$ cat src/rtl/pos_sweep_unit_if.sv
// Bus bundle for pos_sweep_unit: table config port, direct-evaluation port and
// sweep stream port. The unit sits on the slave modport.
interface pos_sweep_unit_if #(
  parameter int N_INPUTS = 4
);
  logic                cfg_we;
  logic [N_INPUTS-1:0] cfg_addr;
  logic                cfg_data;
  logic [N_INPUTS-1:0] eval_in;
  logic                eval_out;
  logic                start;
  logic                busy;
  // sweep stream: a row moves when sweep_valid & sweep_ready are both high at a
  // rising edge; while valid is high and ready is low, idx/result are held stable
  logic                sweep_valid;
  logic                sweep_ready;
  logic [N_INPUTS-1:0] sweep_idx;
  logic                sweep_result;
  logic                done;
  logic [N_INPUTS:0]   zero_count;
  logic [1:0]          dbg_state;

  modport slave (
    input  cfg_we, cfg_addr, cfg_data, eval_in, start, sweep_ready,
    output eval_out, busy, sweep_valid, sweep_idx, sweep_result, done,
           zero_count, dbg_state
  );

  modport master (
    output cfg_we, cfg_addr, cfg_data, eval_in, start, sweep_ready,
    input  eval_out, busy, sweep_valid, sweep_idx, sweep_result, done,
           zero_count, dbg_state
  );
endinterface

$ cat src/rtl/pos_sweep_unit.sv
// Programmable product-of-sums function unit: F(x) = ~table[x], with a registered
// direct-evaluation path and a sweep engine that streams every row over valid/ready.
module pos_sweep_unit #(
  parameter int N_INPUTS = 4
) (
  input  logic            clk,
  input  logic            reset,
  pos_sweep_unit_if.slave bus
);
  localparam int                  ROWS     = 2 ** N_INPUTS;
  localparam logic [N_INPUTS-1:0] LAST_IDX = '1;

  typedef enum logic [1:0] {
    IDLE  = 2'd0,
    SWEEP = 2'd1,
    DONE  = 2'd2
  } state_t;

  state_t              state_q, state_d;
  logic [ROWS-1:0]     table_q, table_d;
  logic                eval_out_q, eval_out_d;
  logic [N_INPUTS-1:0] idx_q, idx_d;
  logic [N_INPUTS:0]   zc_q, zc_d;
  logic                row_result;

  always_ff @(posedge clk) begin
    if (reset) begin
      state_q    <= IDLE;
      table_q    <= '0;
      eval_out_q <= 1'b0;
      idx_q      <= '0;
      zc_q       <= '0;
    end else begin
      state_q    <= state_d;
      table_q    <= table_d;
      eval_out_q <= eval_out_d;
      idx_q      <= idx_d;
      zc_q       <= zc_d;
    end
  end

  always_comb begin
    state_d    = state_q;
    table_d    = table_q;
    idx_d      = idx_q;
    zc_d       = zc_q;
    row_result = ~table_q[idx_q];
    // Reads the pre-write table, so a same-edge write shows up one cycle later.
    eval_out_d = ~table_q[bus.eval_in];

    // Table is frozen only during SWEEP; a write alongside start lands before row 0.
    if (bus.cfg_we && (state_q != SWEEP)) begin
      table_d[bus.cfg_addr] = bus.cfg_data;
    end

    case (state_q)
      IDLE: begin
        if (bus.start) begin
          state_d = SWEEP;
          idx_d   = '0;
          zc_d    = '0;
        end
      end
      SWEEP: begin
        if (bus.sweep_ready) begin
          if (!row_result) begin
            zc_d = zc_q + 1'b1;
          end
          if (idx_q == LAST_IDX) begin
            state_d = DONE;
            idx_d   = '0;
          end else begin
            idx_d = idx_q + 1'b1;
          end
        end
      end
      DONE: begin
        state_d = IDLE;
      end
      default: begin
        state_d = IDLE;
      end
    endcase
  end

  assign bus.eval_out     = eval_out_q;
  assign bus.busy         = (state_q == SWEEP);
  assign bus.sweep_valid  = (state_q == SWEEP);
  assign bus.sweep_idx    = idx_q;
  assign bus.sweep_result = (state_q == SWEEP) & row_result;
  assign bus.done         = (state_q == DONE);
  assign bus.zero_count   = zc_q;
  assign bus.dbg_state    = state_q;
endmodule

$ cat src/flat_wrapper.sv
// flat-port wrapper written by rule: the top's interface ports become plain ports
module pos_sweep_unit_flat 
#(
  parameter int N_INPUTS = 4
)
  (clk, reset, bus_cfg_we, bus_cfg_addr, bus_cfg_data, bus_eval_in, bus_start, bus_sweep_ready, bus_eval_out, bus_busy, bus_sweep_valid, bus_sweep_idx, bus_sweep_result, bus_done, bus_zero_count, bus_dbg_state);
  pos_sweep_unit_if #(.N_INPUTS(N_INPUTS)) bus_i ();
  input  logic clk;
  input  logic reset;
  input wire logic [$bits(bus_i.cfg_we)-1:0] bus_cfg_we;
  input wire logic [$bits(bus_i.cfg_addr)-1:0] bus_cfg_addr;
  input wire logic [$bits(bus_i.cfg_data)-1:0] bus_cfg_data;
  input wire logic [$bits(bus_i.eval_in)-1:0] bus_eval_in;
  input wire logic [$bits(bus_i.start)-1:0] bus_start;
  input wire logic [$bits(bus_i.sweep_ready)-1:0] bus_sweep_ready;
  output wire logic [$bits(bus_i.eval_out)-1:0] bus_eval_out;
  output wire logic [$bits(bus_i.busy)-1:0] bus_busy;
  output wire logic [$bits(bus_i.sweep_valid)-1:0] bus_sweep_valid;
  output wire logic [$bits(bus_i.sweep_idx)-1:0] bus_sweep_idx;
  output wire logic [$bits(bus_i.sweep_result)-1:0] bus_sweep_result;
  output wire logic [$bits(bus_i.done)-1:0] bus_done;
  output wire logic [$bits(bus_i.zero_count)-1:0] bus_zero_count;
  output wire logic [$bits(bus_i.dbg_state)-1:0] bus_dbg_state;
  assign bus_i.cfg_we = bus_cfg_we;
  assign bus_i.cfg_addr = bus_cfg_addr;
  assign bus_i.cfg_data = bus_cfg_data;
  assign bus_i.eval_in = bus_eval_in;
  assign bus_i.start = bus_start;
  assign bus_i.sweep_ready = bus_sweep_ready;
  assign bus_eval_out = bus_i.eval_out;
  assign bus_busy = bus_i.busy;
  assign bus_sweep_valid = bus_i.sweep_valid;
  assign bus_sweep_idx = bus_i.sweep_idx;
  assign bus_sweep_result = bus_i.sweep_result;
  assign bus_done = bus_i.done;
  assign bus_zero_count = bus_i.zero_count;
  assign bus_dbg_state = bus_i.dbg_state;
  pos_sweep_unit #(.N_INPUTS(N_INPUTS)) u_core (.clk(clk), .reset(reset), .bus(bus_i));
endmodule
$ cat config.mk
export PLATFORM = sky130hd
export DESIGN_NAME = pos_sweep_unit_flat
export DESIGN_NICKNAME = d
export VERILOG_FILES = /design/src/rtl/pos_sweep_unit_if.sv /design/src/rtl/pos_sweep_unit.sv /design/src/flat_wrapper.sv
export SDC_FILE = /design/constraint.sdc
export NUM_CORES = 1
export LEC_CHECK = 0
export ABC_AREA = 1
export BUFFER_PORTS_ARGS = -buffer_cell sky130_fd_sc_hd__clkbuf_2
export CORE_MARGIN = 4
export CORE_UTILIZATION = 30
export CTS_CLUSTER_DIAMETER = 100
export DETAILED_ROUTE_END_ITERATION = 10
export HOLD_SLACK_MARGIN = 0.08
export PLACE_DENSITY = 0.55
export SYNTH_ARGS = -nofsm -noshare
export SYNTH_HDL_FRONTEND = slang
export SYNTH_SLANG_ARGS = --single-unit
export TNS_END_PERCENT = 30
$ cat constraint.sdc
create_clock -name clk -period 1.4 [get_ports clk]
set_input_delay 0.28 -clock clk [delete_from_list [all_inputs] [get_ports clk]]
set_output_delay 0.28 -clock clk [all_outputs]
set_load 0.03 [all_outputs]
Word level (Yosys, flattened, before mapping)
Cells that the tools add are included.
W data, S select, Z words.
Storage, ports and cells
  memory bits (read-only): 0
  RAM bits: 0
  bits in latches: 0
  output and inout port bits: 16
  input bits: 14
  memories: 0
  register bits after elaboration: 28
  word-level logic and storage cells: 48
Cells by class
  order comparisons: 4
  reductions and logical operators: 7
  equality and inequality tests: 8
  multiplexer cells: 19
  add/sub/neg operators: 2
  bitwise logic cells: 3
  shifts and indexed selects: 0
  divide/modulo/power cells: 0
  $mul: 0
Operators with widths (count)
  $bwmux W16: 1
  $lt A4 B5 Y1 const B: 3
  $mux W5: 3
  $mux W4: 3
  $pmux W5 S2: 1
  $bmux W1 S4: 2
  $pmux W4 S2: 1
  $mux W2: 3
  $ne A2 B1 Y1 const B: 3
  $reduce_and A3 Y1: 2
  $add A5 B1 Y5 const B: 1
  $add A4 B1 Y4 const B: 1
  $demux W1 S4: 1
  $eq A4 B4 Y1 const B: 1
  $ge A4 B1 Y1 const B: 1
  $ne A2 B2 Y1 const B: 2
  $pmux W2 S2: 1
  $reduce_and A4 Y1: 1
  $mux W1: 3
  $eq A2 B1 Y1 const B: 1
  $eq A2 B2 Y1 const B: 1
  $logic_and A1 B1 Y1: 2
  $logic_not A2 Y1: 1
  $not A1 Y1: 2
  other kinds (2): 2

Depth between registers and ports, before layout
  word-level depth: 5
  mapped depth: 11
  depth with buffers taken out: 9

Worst setup path before layout
No wires, ideal clock.
  path type: register to output
  start: register u_core.idx_q[0] (netlist: u_core.bus.sweep_idx[0])
  end: output bus_sweep_result
  data arrival time: 1.710 ns
  slack: -0.590 ns
  stages on the path, launching flop included: 9
  cells stage by stage: dfxtp_1 > buf_6 > nand2_1 > nand3_1 > nand3_1 > nand3_2 > nand3_2 > buf_6 > nor2_1
On the way
  word-level cells in the longest chain between the ends: 4
Ends and longest elaborated chain
  start, declared: line pos_sweep_unit.sv:22  | logic [N_INPUTS-1:0] idx_q, idx_d;
  start signal, assigned: line pos_sweep_unit.sv:37  | idx_q <= idx_d;
  $bmux W1 S4: line pos_sweep_unit.sv:47  | row_result = ~table_q[idx_q];
  $mux W1 (not written as such): line pos_sweep_unit.sv:47
  $not A1 Y1: line pos_sweep_unit.sv:47
  $and A1 B1 Y1: line pos_sweep_unit.sv:90  | assign bus.sweep_result = (state_q == SWEEP) & row_result;
  end, declared: line flat_wrapper.sv:20  | output wire logic [$bits(bus_i.sweep_result)-1:0] bus_sweep_result;
No other way between the ends. The select of a mux whose other input is x is not followed.

Worst setup path in the final report
Same ends and word-level chain as after synthesis.

==> results.md <==
* Hold WC Path Type: in -> reg
* Cell area after layout at between 2000 and 2500 sq um
* Num CTS Buffers at 3
* Starting DRT DRC Count at between 90 and 100
* Final Setup Violations at 3
* Worst Reg-to-Reg Cells at 10
* Crit path cell chain: nand2_1 -> o21ai_1 -> nand2_1 -> nand3_2 -> nand3_2 -> nand3_4 -> nor2_4 -> buf_8
* Crit Path Max Fanout at 14
* Worst reg2reg startpoint: u_core.bus.sweep_idx[0]$_SDFFE_PP0P_
* R2r setup slk at -10 ps
* Crit. End Element: output pin
* Crit path launch: u_core.bus.sweep_idx[0]$_SDFFE_PP0P_
* Via count at ~1700
* Req. time, crit path at 1120 ps
* Tmin final at approximately 1700 ps
* Avg Inst Size Synth at 6.64 sq um
* Overall power at between 2 and 2.5 mW
* Final Hold Viols at 0
* Clock Path Buffers at 2
* Unrepaired setup endpoints after global routing: yes
* CP endpoint: bus_sweep_result
* Area of the core at around 5200 sq um
* Slowest CP cell: dfxtp_4
* Top cell type's share of synthesized area at 0.339
* Core Rows at 26
* Hold slack at about 270 ps
* Final net count at between 300 and 400
* Clk sinks at 28
* Setup CP Type: reg -> out
* Boundary Pins at 30
* Max cap viols at 0
* H-tree depth at 1
* Status: finished with violations
* Die width at roughly 82 um
* # hold bufs at CTS at 0
* Dominant cells by area after synthesis: dfxtp_1, a21oi_1, nand3_1
* Mean routed wirelength per cell at around 12 um
* Total gr overflow at 0
* Dpl cell area at between 1500 and 2000 sq um
* First-pass GRT wire length at roughly 7500 um
* Overall Global Routing Usage at 0.141
* Synth cell types at 27
* Failing checks: negative setup slack
* CP arrival at 1400 ps
* Worst Tran Pin Value at about 370 ps
* FF+latch count, synth at 28
* Aggregate routed wire length at approximately 4400 um
* Fin util at 0.401
* Cells after Synth at between 200 and 250
* Startpoint types: flip-flop
* Die area at 6760 sq um
* Peak VDD IR at 481 uV
* Root buffer selected by CTS: clkbuf_8
* Post-synthesis sequential area ratio at 0.339
* N_diodes at 0
* Syn Nets at roughly 270
* Post-DRT Antenna Nets at 0
* Vias in the first global route at 1622
* Layout Skew at 10.3 ps
* Fin worst setup slack at -284 ps
* Final Cycle Share at 1.20
* # port buffers at 29
* Initial DRT Pass Iterations at 4
* Share of layout cells above drive strength 1 at 0.257
* Dominant cell type by area after synthesis: dfxtp_1
* Initial Util at 0.316
* Rel. slew slack at 0.751
* Final Slew Violations at 0
* Reg2reg end: u_core.bus.zero_count[0]$_SDFFE_PP0P_
* Post-Synthesis Cell Area at between 1500 and 2000 sq um
* Pleak at ~0.9 nW
* Most frequent cells in the layout: nand2_1, inv_1, a21oi_1, o21ai_0
* Antenna violations before repair at 0
* Chip Height at ~82 um
* P per Cell Area at between 900 and 1000 nW/um^2
* Max Clock Freq at just under 0.6 GHz
* Largest net degree at the start of global routing at 18
* Placer Congestion at 0.823
* CP max stage delay at between 400 and 500 ps
* YS warnings at 0
* DR vias/cell at a little under 5
* Dpl hpwl at 3380 um
* Clock Pin Slew Worst Setup and Hold Paths at approximately 100 ps
* CTS tree: done
* Number of remaining DRC errors at 0
* Most common cell after layout, fill and taps aside: nand2_1
* Clk Latency, worst-skew pair at slightly below 300 ps
* Area grow syn2layout at 27.2%
## worst max-delay path, delay by kind of cell (launching register included)
| family | cells | cell delay [ps] |
|---|---|---|
| and+or+nand+nor | 6 | 540 |
| AOI/OAI and AO/OA | 1 | 60 |
| buffers and inverters | 1 | 120 |
| DFF | 1 | 410 |
## layout make-up
cell class | count | area [sq um]
repair buffers | 44 | 289
multi-input cells | 174 | 933
well taps | 70 | 87.6
fillers | 571 | 3140
flip-flops and latches | 28 | 576
clock buffers | 4 | 66.3
inverters | 38 | 150
## kinds of logic after synthesis
group,synth area share
buf+inv,0.123
simple gates,0.289
fa+ha+maj,0.0151
xor+xnor,0.00530
compound gates,0.228
flops,0.339
## registers in the layout (all words and copies together), names as in the netlist
register,flops
u_core.table_q,16
u_core.bus.dbg_state,2
u_core.bus.zero_count,5
u_core.bus.sweep_idx,4
u_core.bus.eval_out,1
## worst min path at each step
| stage | start | end | slack, ps | cells past startpoint |
|---|---|---|---|---|
| final | bus_eval_in[3] | u_core.bus.eval_out$_SDFF_PP0_ | 270 | 3 |
| after global routing | bus_eval_in[3] | u_core.bus.eval_out$_SDFF_PP0_ | 270 | 3 |
| after CTS | bus_eval_in[3] | u_core.bus.eval_out$_SDFF_PP0_ | 270 | 3 |
| after detailed placement | u_core.table_q[9]$_SDFFE_PP0P_ | u_core.table_q[9]$_SDFFE_PP0P_ | 470 | 2 |
| after global placement | u_core.table_q[9]$_SDFFE_PP0P_ | u_core.table_q[9]$_SDFFE_PP0P_ | 460 | 2 |
| after floorplan | bus_eval_in[3] | u_core.bus.eval_out$_SDFF_PP0_ | 440 | 2 |
## repair_timing
item / in CTS / in global routing
resized for setup: 14 / 9
setup buffers: 2 / 0
cloned: 0 / 0
setup endpoints to repair: 8 / 14
## stage by stage
stage	TNS, ps	cells	setup slack, ps
5_1_grt	-1400	358	-408
3_3_place_gp	-60.7	352	-60.7
4_1_cts	-298	358	-294
3_5_place_dp	-131	352	-76.7
6_report	-300	358	-284
2_1_floorplan	-156	249	-129
## cells in the mapped netlist (all sizes together)
cell type and n:
clkinv 1, xor2 1, nand3 37, a211oi 2, o211ai 3, o21bai 1
nor3 2, or2 1, nand2 39, nor2 19, a21o 1, clkbuf 4
o21ai 30, nand4 1, buf 5, nand3b 1, ha 2, a21oi 34
dfxtp 28, inv 37
## layer usage
layer / part of all wire / up-vias / track usage
met4: 0.0027 / 0 / 0.0150
met5: 0 / - / 0
met1: 0.46 / 769 / 0.174
met3: 0.058 / 2 / 0.0293
li1: - / 907 / -
met2: 0.48 / 44 / 0.256
## power by group
group / switching (mW) / internal, mW / leakage, nW
logic: 0.350 / 0.209 / 0.631
registers: 0.0537 / 0.837 / 0.230
clock network: 0.279 / 0.312 / 0.0339
total: 0.682 / 1.36 / 0.896
No activity file was read; power rests on OpenSTA's default activity.
